==> config.mk <==
export PLATFORM = sky130hd
export DESIGN_NAME = pc_fetch_unit
export DESIGN_NICKNAME = d
export VERILOG_FILES = /design/src/rtl/cpu_pkg.sv /design/src/rtl/add.sv /design/src/rtl/pc_fetch_unit.sv
export SDC_FILE = /design/constraint.sdc
export NUM_CORES = 1
export LEC_CHECK = 0
export ABC_AREA = 1
export CORE_MARGIN = 4
export CORE_UTILIZATION = 48
export DETAILED_ROUTE_END_ITERATION = 8
export GPL_TIMING_DRIVEN = 0
export HOLD_SLACK_MARGIN = 0.1
export MAX_ROUTING_LAYER = met4
export PLACE_DENSITY = 0.86
export SLEW_MARGIN = 40
export SYNTH_ARGS = -nofsm -noshare
export SYNTH_HDL_FRONTEND = slang
export SYNTH_SLANG_ARGS = --single-unit
==> constraint.sdc <==
create_clock -name clk -period 3.6 [get_ports clk]
set_input_delay 0.72 -clock clk [delete_from_list [all_inputs] [get_ports clk]]
set_output_delay 0.72 -clock clk [all_outputs]
set_load 0.1 [all_outputs]
==> src/rtl/cpu_pkg.sv <==
// cpu_pkg: shared pipeline constants, opcode encodings and fetch state enum
package cpu_pkg;
  localparam int PC_W = 64;
  localparam logic [63:0] PC_INIT = 64'h0;
  typedef enum logic [3:0] {
    ADDI = 4'd0,
    ADD  = 4'd1,
    SUB  = 4'd2,
    LD   = 4'd3,
    ST   = 4'd4,
    BEQ  = 4'd5,
    BNE  = 4'd6,
    JMP  = 4'd7,
    NOP  = 4'd8,
    INV  = 4'd15
  } opcode_t;
  typedef enum logic {BOOT = 1'b0, RUN = 1'b1} fetch_state_t;
endpackage

==> src/rtl/add.sv <==
// add: W-bit modulo adder
module add #(
  parameter int W = 64
) (
  input  logic [W-1:0] a,
  input  logic [W-1:0] b,
  output logic [W-1:0] y
);
  assign y = a + b;
endmodule

==> src/rtl/pc_fetch_unit.sv <==
// pc_fetch_unit: PC sequencer with stall, decode-stage redirect and fetch counter; DELAY_SLOT_EN keeps the instruction behind a taken branch
module pc_fetch_unit
  import cpu_pkg::*;
#(
  parameter int PC_W  = 64,
  parameter int CNT_W = 32
) (
  input  logic             clk,
  input  logic             reset,
  input  logic             stall,
  input  logic             br_taken,
  input  logic [PC_W-1:0]  pc_br,
  output logic [PC_W-1:0]  imem_addr,
  output logic [PC_W-1:0]  pc_if,
  output logic             fetch_valid,
  output logic             flush_id,
  output logic [CNT_W-1:0] fetch_cnt
);
  fetch_state_t    state_q, state_d;
  logic [PC_W-1:0] pc_q, pc_d, pc_inc;
  logic [CNT_W-1:0] cnt_q, cnt_d;
  logic            run;
  add #(.W(PC_W)) u_add (
    .a(pc_q),
    .b(PC_W'(4)),
    .y(pc_inc)
  );
  assign run         = state_q == RUN;
  assign fetch_valid = run && !reset;
`ifdef DELAY_SLOT_EN
  assign flush_id = 1'b0;
`else
  assign flush_id = br_taken && !stall && run;
`endif
  assign imem_addr = pc_q;
  assign pc_if     = pc_q;
  assign fetch_cnt = cnt_q;
  // next state: reset wins, stall or BOOT holds the PC, then redirect, then PC+4
  always_comb begin
    state_d = reset ? BOOT : RUN;
    pc_d    = reset ? PC_W'(PC_INIT) : (!run || stall) ? pc_q : br_taken ? pc_br : pc_inc;
    cnt_d   = reset ? '0 : cnt_q + CNT_W'(fetch_valid && !stall && !flush_id);
  end
  // state, PC and fetch counter registers
  always_ff @(posedge clk) begin
    state_q <= state_d;
    pc_q    <= pc_d;
    cnt_q   <= cnt_d;
  end
endmodule

==> metrics <==
status=finished clean; Distinct cells, synth=45; Post-synth ARST share=0; Peak VDD IR=0.0002793 V; vias in the first global route=8245; H-tree Lvls=3; Sequential Power Share=0.387; worst clock skew=slightly below 0.006 ns; DIE AREA=17270 um2; # DRC=0; Clk pin slew, worst setup/hold paths=about 0.080 ns; P_leak=4.235 nW; GRT Residual Overflow=0; Post-Syn Instances=1248; Tcrit/Tclk final=0.9457; RSZ-0062 raised after global routing=no; DR WL/cell=about 17 um; switching part of the total power=0.3874; total power density per cell area=322.1 nW/um2; Post-Layout Cell Count=1676; synthesized flop and latch total=97; area grow syn2layout=27.68%; Slew headroom=0.4572; pin count of the biggest net entering global routing=18; Comb power frac=0.270; Post-synth EDFFs=0; Cell Rows=44; warnings from Yosys=0; Synth Flop Type=dfxtp_1; Critical Path Start Type=input port; maximum clock frequency=about 0.3 GHz; internal power=1.842 mW; Hold Violations, Final=0; fillcell total=1453; fin area=about 9300 um2; clock network power share=0.342; port bufs=227; top-level port count=230; clock root cell=clkbuf_16; Num CTS Buffers=9; post-DP HPWL=23.40 mm; Core ar.=14700 um2; final net count=between 1500 and 2000; CTS tree=yes; Routed WL=~30 mm; n_diodes=0; Crit Path Class=input port to output pin; GRT Overall Usage=0.3350; peak fanout along the critical path=10; synthesized cell area=7310 um2; Starting Density=0.4973; placed inst area=9001 um2; Slew @ Worst Pin=0.8142 ns; clk buf depth=2; DRT antenna net count=0; first-pass GRT wire length=45.15 mm; Seq/Total Area, Yosys=0.2657; CP required=2.88 ns; Sum Neg Setup Slack=0 ns; Final Slew Violations=0; Hold Crit Class=flop to flop; GPL Wtd Cong=0.9941; setup violators final=0; die height=131.4 um; syn nets=1319; total placed cells including tap cells=1659; vias per cell=5.388; Die X=131.4 um; Switch Pwr=1.165 mW; antenna violations before repair=0; Period minus WS final=3.404 ns; drt pass-1 iters=5; total power draw=3.006 mW; Max-Cap Viols=0; Crit. End Element=output pin; DRT iter0 DRCs=around 900; Syn Area/Cell=5.857 um2; clock latency reported for the late side of the worst-skew pair=between 0.3 and 0.4 ns; Critical Path AT=2.68 ns; Hold WS=between 0.4 and 0.5 ns; CTS sink cnt=97; share of layout cells above drive strength 1=0.2011; Vias=approximately 9000; Post-CTS Hold Fix Bufs=0
power by group through the flow:
stage / logic, mW / clock network (mW) / registers (mW)
after detailed placement: 0.806 / 0 / 1.19
after CTS: 0.808 / 1.02 / 1.16
final: 0.813 / 1.03 / 1.16
after global placement: 0.858 / 0 / 1.19
after floorplan: 0.405 / 0 / 1.38
after global routing: 0.845 / 1.07 / 1.17
layer usage:
| layer | GRT usage | vias to the layer above | part of all wire |
|---|---|---|---|
| met5 | - | - | 0 |
| met4 | 0.09860 | 0 | 0.026 |
| met3 | 0.05390 | 60 | 0.085 |
| met2 | 0.5226 | 478 | 0.45 |
| met1 | 0.4499 | 4104 | 0.44 |
| li1 | - | 4388 | - |
path summary, 6_finish.rpt:
path                      start             to  slack (ns)  cells after the start
setup / recovery          stall       flush_id        0.20                      6
hold / removal    fetch_cnt[31]  fetch_cnt[31]        0.49                      2
setup reg to reg            run  fetch_cnt[20]        0.76                     17
hold reg to reg   fetch_cnt[31]  fetch_cnt[31]        0.49                      2
worst max-delay path, cell delays in order:
cell and delay, ns:
clkdlybuf4s50_1 0.44, nor2_4 0.26, nand2_1 0.14, inv_1 0.11, clkbuf_1 0.52, clkbuf_4 0.48
Yosys cell counts, types with 2 or more instances:
cell type	count	area share
nor2_4	10	0.015
clkbuf_1	23	0.012
ha_1	3	0.0051
a211oi_1	4	0.0041
nand4_1	25	0.021
o211ai_1	10	0.010
o221ai_1	2	0.0024
nand2_2	8	0.0068
a311oi_1	2	0.0024
nor2_2	13	0.011
o21bai_1	3	0.0031
o21ai_1	3	0.0021
xor2_1	4	0.0048
inv_2	3	0.0015
a21oi_1	65	0.045
nor2_1	204	0.10
nor3b_1	2	0.0021
a21oi_2	3	0.0036
buf_4	66	0.068
inv_1	142	0.073
buf_2	5	0.0034
nand3_2	3	0.0041
or2_2	5	0.0043
nand2_4	3	0.0046
nand2_1	350	0.18
a31oi_1	6	0.0051
o31ai_1	3	0.0031
dfxtp_1	97	0.27
clkinv_1	2	0.0010
nand3_1	78	0.053
o21ai_0	61	0.042
a32o_1	2	0.0027
and2_1	3	0.0026
nor3_1	24	0.016
kinds of logic after synthesis:
group           Yosys count  share of synthesized area
simple gates            733                     0.4336
buf+inv                 242                     0.1597
compound gates          168                     0.1299
flops                    97                     0.2657
xor+xnor                  5                   0.005991
fa+ha+maj                 3                   0.005136
final cells by class:
class | count | area [um2] | area share
Buffer | 95 | 615.6 | 0.06596
Clock buffer | 9 | 225.2 | 0.02413
Clock inverter | 6 | 78.83 | 0.008446
Inverter | 147 | 551.8 | 0.05912
Multi-Input combinational cell | 909 | 4210 | 0.4511
Sequential cell | 97 | 1942 | 0.2081
Tap cell | 184 | 230.2 | 0.02467
Timing Repair Buffer | 229 | 1479 | 0.1585
sequential cells by signal, indices dropped and copies added, names as in the netlist:
signal and count:
fetch_cnt 32, imem_addr 64, run 1
layout by cell type, fill, tap and decap left out, drive strengths merged, types with 3 or more instances in the layout:
cell           instances
clkbuf                33
o21bai                 3
xor2                   4
buf                  234
a21oi                 68
ha                     3
nand2                361
dfxtp                 97
a31oi                  6
and2                   3
clkinv                 4
nand4                 25
clkdlybuf4s50         65
o21ai                 64
inv                  146
o211ai                10
nor3                  25
o31ai                  3
nor2                 228
or2                    6
nand3                 81
a211oi                 4
per-stage QoR:
| stage | setup WS (ns) | util |
|---|---|---|
| 2_1_floorplan | 0.5417 | - |
| 3_3_place_gp | -0.5893 | 0.6675 |
| 3_5_place_dp | -0.5729 | 0.6124 |
| 4_1_cts | 0.006125 | 0.6334 |
| 5_1_grt | 0.1198 | 0.6349 |
| 6_report | 0.1957 | 0.6349 |
repair_timing:
action	in CTS	in global routing
gates resized for setup	1	2
gates cloned	0	0
pin swaps	0	1
endpoints found under the setup margin	6	7
buffers inserted	0	2
No activity file was read; power rests on OpenSTA's default activity.
